[config.mk]
export PLATFORM = sky130hd
export DESIGN_NAME = apb_regfile_slave
export DESIGN_NICKNAME = d
export VERILOG_FILES = /design/src/rtl/apb_regfile_slave.sv
export SDC_FILE = /design/constraint.sdc
export NUM_CORES = 1
export LEC_CHECK = 0
export BUFFER_PORTS_ARGS = -buffer_cell sky130_fd_sc_hd__buf_2
export CORE_ASPECT_RATIO = 0.75
export CORE_MARGIN = 1
export CORE_UTILIZATION = 45
export DETAILED_ROUTE_END_ITERATION = 6
export PLACE_DENSITY = 0.72
export SETUP_SLACK_MARGIN = 0.02
export SYNTH_ARGS = -nofsm -noshare
export SYNTH_HDL_FRONTEND = slang
export SYNTH_SLANG_ARGS = --single-unit
[constraint.sdc]
create_clock -name clk -period 2.9 [get_ports clk]
set_input_delay 0.435 -clock clk [delete_from_list [all_inputs] [get_ports clk]]
set_output_delay 0.435 -clock clk [all_outputs]
set_load 0.05 [all_outputs]
[src/rtl/apb_regfile_slave.sv]
// APB completer for the color-sensor subsystem: software-visible configuration
// registers plus a read-only hardware status word, with programmable wait
// states, error response and fully registered response outputs.
module apb_regfile_slave #(
  parameter int                APB_AW    = 32,
  parameter int                APB_DW    = 32,
  parameter int                NUM_REGS  = 8,
  parameter logic [APB_DW-1:0] RESET_VAL = '0
) (
  input  logic                       clk,
  input  logic                       rst_n,
  input  logic [APB_AW-1:0]          paddr,
  input  logic                       psel,
  input  logic                       penable,
  input  logic                       pwrite,
  input  logic [APB_DW-1:0]          pwdata,
  output logic [APB_DW-1:0]          prdata,
  output logic                       pready,
  output logic                       pslverr,
  input  logic [3:0]                 wait_cfg,
  input  logic [APB_DW-1:0]          status_in,
  output logic [NUM_REGS*APB_DW-1:0] reg_out
);

  localparam int IDX_W = APB_AW - 2;
  localparam logic [IDX_W-1:0] STATUS_IDX = IDX_W'(NUM_REGS);

  typedef enum logic {
    IDLE   = 1'b0,
    ACCESS = 1'b1
  } state_t;

  state_t              state_q, state_d;
  logic [3:0]          cnt_q, cnt_d;
  logic [APB_AW-1:0]   addr_q, addr_d;
  logic                write_q, write_d;
  logic [APB_DW-1:0]   wdata_q, wdata_d;
  logic                pready_q, pready_d;
  logic                pslverr_q, pslverr_d;
  logic [APB_DW-1:0]   prdata_q, prdata_d;
  logic [APB_DW-1:0]   regs_q [NUM_REGS];
  logic [APB_DW-1:0]   regs_d [NUM_REGS];

  // Address/direction under decode: the live bus while the setup phase is
  // being sampled (zero-wait response), the latched values afterwards.
  logic [APB_AW-1:0]   cur_addr;
  logic                cur_write;
  logic [IDX_W-1:0]    cur_idx;
  logic                cur_err;
  logic [APB_DW-1:0]   cur_rdata;
  logic                load_resp;

  // Decode of the transfer in flight: error classification and read mux.
  always_comb begin
    cur_addr  = (state_q == IDLE) ? paddr  : addr_q;
    cur_write = (state_q == IDLE) ? pwrite : write_q;
    cur_idx   = cur_addr[APB_AW-1:2];
    cur_err   = (cur_addr[1:0] != 2'b00) || (cur_idx > STATUS_IDX) ||
                (cur_write && (cur_idx == STATUS_IDX));
    cur_rdata = '0;
    if (cur_idx == STATUS_IDX) begin
      cur_rdata = status_in;
    end
    for (int k = 0; k < NUM_REGS; k++) begin
      if (cur_idx == IDX_W'(k)) begin
        cur_rdata = regs_q[k];
      end
    end
  end

  // Next-state logic: setup latch, wait-state countdown, abort and commit.
  always_comb begin
    state_d   = state_q;
    cnt_d     = cnt_q;
    addr_d    = addr_q;
    write_d   = write_q;
    wdata_d   = wdata_q;
    pready_d  = 1'b0;
    pslverr_d = 1'b0;
    prdata_d  = '0;
    regs_d    = regs_q;
    load_resp = 1'b0;

    unique case (state_q)
      IDLE: begin
        if (psel && !penable) begin
          addr_d  = paddr;
          write_d = pwrite;
          wdata_d = pwdata;
          cnt_d   = wait_cfg;
          state_d = ACCESS;
          load_resp = (wait_cfg == 4'd0);
        end
      end
      ACCESS: begin
        if (pready_q) begin
          // Completion edge: commit a legal write, then back to idle.
          if (write_q && !pslverr_q) begin
            for (int k = 0; k < NUM_REGS; k++) begin
              if (addr_q[APB_AW-1:2] == IDX_W'(k)) begin
                regs_d[k] = wdata_q;
              end
            end
          end
          cnt_d   = 4'd0;
          state_d = IDLE;
        end else if (!psel) begin
          // Master abandoned the transfer before completion.
          cnt_d   = 4'd0;
          state_d = IDLE;
        end else if (cnt_q <= 4'd1) begin
          cnt_d     = 4'd0;
          load_resp = 1'b1;
        end else begin
          cnt_d = cnt_q - 4'd1;
        end
      end
      default: state_d = IDLE;
    endcase

    if (load_resp) begin
      pready_d  = 1'b1;
      pslverr_d = cur_err;
      prdata_d  = (cur_err || cur_write) ? '0 : cur_rdata;
    end
  end

  // State, response and register-file storage.
  always_ff @(posedge clk) begin
    if (!rst_n) begin
      state_q   <= IDLE;
      cnt_q     <= 4'd0;
      addr_q    <= '0;
      write_q   <= 1'b0;
      wdata_q   <= '0;
      pready_q  <= 1'b0;
      pslverr_q <= 1'b0;
      prdata_q  <= '0;
      for (int k = 0; k < NUM_REGS; k++) begin
        regs_q[k] <= RESET_VAL;
      end
    end else begin
      state_q   <= state_d;
      cnt_q     <= cnt_d;
      addr_q    <= addr_d;
      write_q   <= write_d;
      wdata_q   <= wdata_d;
      pready_q  <= pready_d;
      pslverr_q <= pslverr_d;
      prdata_q  <= prdata_d;
      regs_q    <= regs_d;
    end
  end

  assign pready  = pready_q;
  assign pslverr = pslverr_q;
  assign prdata  = prdata_q;

  for (genvar g = 0; g < NUM_REGS; g++) begin : g_reg_out
    assign reg_out[g*APB_DW +: APB_DW] = regs_q[g];
  end

endmodule

Word level (Yosys, flattened, before mapping)
Cells that the tools add are included.
- register bits after elaboration: 360
- input port bits: 105
- word-level logic and storage cells: 87
- add/sub/neg operators: 1
- $lt $le $gt $ge: 2
- eq/ne operators: 16
- multiplexer cells: 26
- bitwise logic cells: 3
- reduce and logical (&&, ||, !) cells: 23
- operator list (operator ; number):
    32-bit 2-to-1 mux ; 10
    30-bit by 3-bit equality test with 1-bit output (second input constant) ; 8
    30-bit by 2-bit equality test with 1-bit output (second input constant) ; 4
    30-bit by 1-bit equality test with 1-bit output (second input constant) ; 2
    30-bit zero test ; 2
    4-bit AND reduction ; 8
    30-bit by 4-bit equality test with 1-bit output (second input constant) ; 1
    30-bit by 4-bit greater-than comparator with 1-bit output (second input constant) ; 1
    4-bit 2-to-1 mux ; 4
    1-bit 2-to-1 mux ; 9
    4-bit case mux with 2 select lines ; 1
    4-bit by 1-bit <= comparator with 1-bit output (second input constant) ; 1
    4-bit zero test ; 1
    1-bit case mux with 2 select lines ; 2
    2-bit AND reduction ; 2
    4-bit by 1-bit subtractor with 4-bit output (second input constant) ; 1
    1-bit logical AND ; 3
    1-bit logical OR ; 3
    1-bit NOT ; 3
    3-bit OR reduction ; 1
    1-bit zero test ; 2
    2-bit by 1-bit inequality test with 1-bit output (second input constant) ; 1
    2-bit nonzero test ; 1

Depth between registers and ports, before layout
- depth in word-level cells: 11
- gate-level depth with buffers: 11
- depth with buffers taken out: 9

Least setup slack after synthesis
No wires, ideal clock.
- path kind: input -> register
- start: input port paddr[21]
- end: register prdata_q[25], in the netlist prdata[25]
- library setup time: 0.059 ns
- data arrival time: 2.931 ns
- data required time: 2.841 ns
- slack: -0.090 ns
- cell stages on the path: 8
- buffers on the path: 1
- cells stage by stage: or4_1 or4_4 a22o_4 buf_6 a211o_1 a221o_1 a2111oi_2 o22a_1
- cells in the longest elaborated chain, start to end: 11
- elaborated cells between the ends (all ways): 25
- those cells by class: order compare: 1; eq/ne: 8; mux: 10; reduce/logical: 6
- RTL lines (element ; line ; source):
    start, declared ; 12 ; input logic [APB_AW-1:0] paddr,
    32-bit 2-to-1 mux * ; 55 ; cur_addr = (state_q == IDLE) ? paddr : addr_q;
    30-bit by 4-bit equality test with 1-bit output ; 59, 61 ;
    32-bit 2-to-1 mux ; 61 ; if (cur_idx == STATUS_IDX) begin
    32-bit 2-to-1 mux (8 in series) ; 65 ; if (cur_idx == IDX_W'(k)) begin
    end signal, assigned ; 150 ; prdata_q <= prdata_d;
    end, declared ; 40 ; logic [APB_DW-1:0] prdata_q, prdata_d;
Every way passes the cells marked *; elsewhere a longest branch is shown, timed or not.
A chain may end at the register's enable or synchronous reset.

Final worst setup path
- start: register state_q
- end: register prdata_q[25], in the netlist prdata[25]
- cells in the longest elaborated chain, start to end: 11
- elaborated cells between the ends (all ways): 30
- those cells by class: order compare: 1; eq/ne: 8; mux: 12; bitwise: 2; reduce/logical: 7
- RTL lines (element ; line ; source):
    start, declared ; 33 ; state_t state_q, state_d;
    start signal, assigned ; 143 ; state_q <= state_d;
    32-bit 2-to-1 mux ; 55 ;
    30-bit by 4-bit equality test with 1-bit output ; 59, 61 ;
    32-bit 2-to-1 mux ; 61 ;
    32-bit 2-to-1 mux (8 in series) ; 65 ;
Parallel ways exist; a longest one is shown, timed or not.

==> reports/results.tsv <==
metric	value	unit
worst_hold_path_type	in -> reg	
setup_viol	0	
met2_length	27.7	mm
rr_startpoint	state_q	
met1_length	24.9	mm
synthCells	1924	
regArea	7210	um^2
synth_compound_area_frac	0.274	
hold_end	wdata_q[18]	
syn_avg_cell_area	8.03	um^2
via_per_inst	5.85	
placed_cells	2672	
synthFlopType	dfxtp_1	
p_leak	7.67	nW
drt_iter0_drc	1728	
port-buffer-count	394	
netlist_area	15400	um^2
io_pins	395	
area_delta_synth_final	26.8	%
fin_area	19600	um^2
clk_path_buf_depth	3	
htree_levels	2	
crit_path_max_fanout	8	
synth_edf_count	0	
holdCritStartpoint	pwdata[18]	
final_common_cell	nand2_1	
async_reset_ff_frac	0	
clk_pin_slew	60	ps
wl_met3	6.42	mm
yosys_warnings	0	
rows	58	
ant_nets	0	
grt_max_degree	327	
avgRoutedWirePerCell	22.8	um
numCtsBuffers	37	
power.density	542	nW/um^2
start_util	0.459	
cts_root_buf	clkbuf_16	
switchingPower	2.40	mW
postCtsSetupBuffers	0	
synth-xor-area-share	0	
p_sw_frac	0.226	
holdPathStages	3	
cts_tree	done	
max_freq	358	MHz
fp.dieW	216	um
clk_latency	540	ps
r2r_setup_slack	110	ps
p_clk_frac	0.475	
multi_input_area	7590	um^2
hold_viol	0	
grtUsageTotal	0.347	
nFillCells	3018	
overflow	0	
first_pass_iters	6	
die-area	35100	um^2
skew	17.7	ps
grt_pass1_wl	92.7	mm
required	3390	ps
seq_area_frac_synth	0.466	
grt_pass1_vias	15200	
core-area	33700	um^2
synth_nets	2031	
start_kind	flop	
die_h	162	um
ir_worst_vdd	0.398	mV
reg2reg_depth	7	
slew_headroom	0.0115	
arrival	3280	ps
synth_mux_area_frac	0.00267	
drt_drc_violations_left	0	
yosys_register_bits	360	
rr_endpoint	prdata[25]	
critPathCaptureType	flop	
rsz0062_at_grt	no	
finalNetCount	2368	
pwr-share-seq	0.478	
synthAdderAreaFrac	0.00162	
synthSimpleGateAreaFrac	0.207	
dp_hpwl	43.3	mm
p_int	8.23	mW
worst_pin_slew	1480	ps
via_count	16100	
synth_cell_type_count	57	
holdWs	152	ps
dr.max_layer_used	met5	
place_area	18300	um^2
status	completed	
synth_top_family_by_area	compound AO/OA/AOI/OAI gates	
place_congestion	0.956	
min_period	2790	ps
post-route-period-util	0.962	
maxCapViolCount	0	
slew_viol_final	0	
setup.worst_path.class	reg -> reg	
clock-sinks	360	
wirelength	62.5	mm
antenna_found_initial	5	
final_layout_size_suffix_gt1_frac	0.248	
final_cells	2745	
combPwrFrac	0.047	
mostFrequentLayoutCells	nand2_1, buf_2, dfxtp_1	
## worst max path at each step
stage	to	start	cells after the start	slack (ps)
CTS	prdata[19]	state_q	7	50
finish	prdata[25]	state_q	7	110
detailed placement	prdata[19]	paddr[21]	8	-300
floorplan	prdata[25]	paddr[21]	8	-90
global route	prdata[25]	state_q	7	20
global placement	prdata[19]	paddr[21]	8	-310
## cell families (layout without fill, tap and decap cells)
kind of cell	after synthesis	count (layout)
compound gates	576	576
fa+ha+maj	2	2
buf+inv	193	559
flops	360	360
mux	4	4
other cells	0	5
simple gates	789	789
## state kept, by name, indices dropped and copies added (netlist names)
name,flops
addr_q,32
cnt_q,4
prdata,32
pready,1
pslverr,1
reg_out,256
state_q,1
wdata_q,32
write_q,1
## Yosys cell counts (all sizes together), types with 3 or more instances
| cell type | number | share of area |
|---|---|---|
| nand2b | 4 | 0.0016 |
| a221oi | 19 | 0.011 |
| nand2 | 687 | 0.17 |
| o21ai | 60 | 0.019 |
| dfxtp | 360 | 0.47 |
| nand3 | 14 | 0.0045 |
| o211a | 3 | 0.0019 |
| nor2b | 4 | 0.0016 |
| mux2i | 3 | 0.0019 |
| nor3b | 5 | 0.0024 |
| a21o | 12 | 0.0058 |
| o22a | 4 | 0.0023 |
| a222oi | 8 | 0.0052 |
| a211oi | 23 | 0.011 |
| nor4 | 13 | 0.0053 |
| buf | 13 | 0.0041 |
| nand3b | 3 | 0.0015 |
| a21boi | 324 | 0.16 |
| o22ai | 21 | 0.0085 |
| a21oi | 6 | 0.0019 |
| a22oi | 49 | 0.024 |
| a2111oi | 3 | 0.0021 |
| a31oi | 14 | 0.0057 |
| or4 | 6 | 0.0032 |
| nor3 | 11 | 0.0053 |
| and3 | 6 | 0.0024 |
| clkbuf | 169 | 0.041 |
| and4 | 3 | 0.0017 |
| nand4 | 3 | 0.0012 |
| inv | 11 | 0.0027 |
| or3 | 4 | 0.0016 |
| a221o | 3 | 0.0019 |
| and2 | 7 | 0.0028 |
| o221ai | 10 | 0.0057 |
| nor2 | 16 | 0.0039 |
| a211o | 5 | 0.0028 |
## worst max-delay path: stages, from the launching register on
cell and delay, ps:
dfxtp_1 320, or4_1 430, or4_4 470, a22o_4 310, a211o_1 280, a221o_1 380, a2111oi_4 350, o22a_1 190
## cell type report
type	count	area share
flip-flops and latches	360	0.368
clock inverters	7	0.00594
well taps	450	0.0287
inverters	11	0.00211
multi-input cells	1371	0.388
diodes	5	0.000638
clock buffers	61	0.0596
repair buffers	480	0.148
## power groups by stage
stage                     clock network, mW  logic, mW  registers (mW)
after global routing                   5.29      0.533            5.09
after detailed placement                  0      0.483            5.19
after floorplan                           0      0.317            5.12
after CTS                              5.08      0.485            5.08
after global placement                    0      0.474            5.19
final                                  5.05      0.496            5.08
## what timing repair did
item	in CTS	in global routing
hold buffers	0	0
resized for setup	0	8
setup endpoints to repair	0	22
## per-stage QoR
stage	TNS [ps]	util	total power, mW	worst slack (ps)
after floorplan	-175	-	5.44	-89.7
after global placement	-6150	0.543	5.66	-307
after detailed placement	-7490	0.543	5.67	-301
after CTS	0	0.581	10.6	51.5
after global routing	0	0.582	10.9	20.7
final	0	0.582	10.6	110
## metal layers
metal  vias up  global-route usage
met1      7600               0.444
met2       984               0.549
met4         4               0.189
li1       7266                   -
met3       213              0.0753
met5         -                   0
No activity file was read; power rests on OpenSTA's default activity.
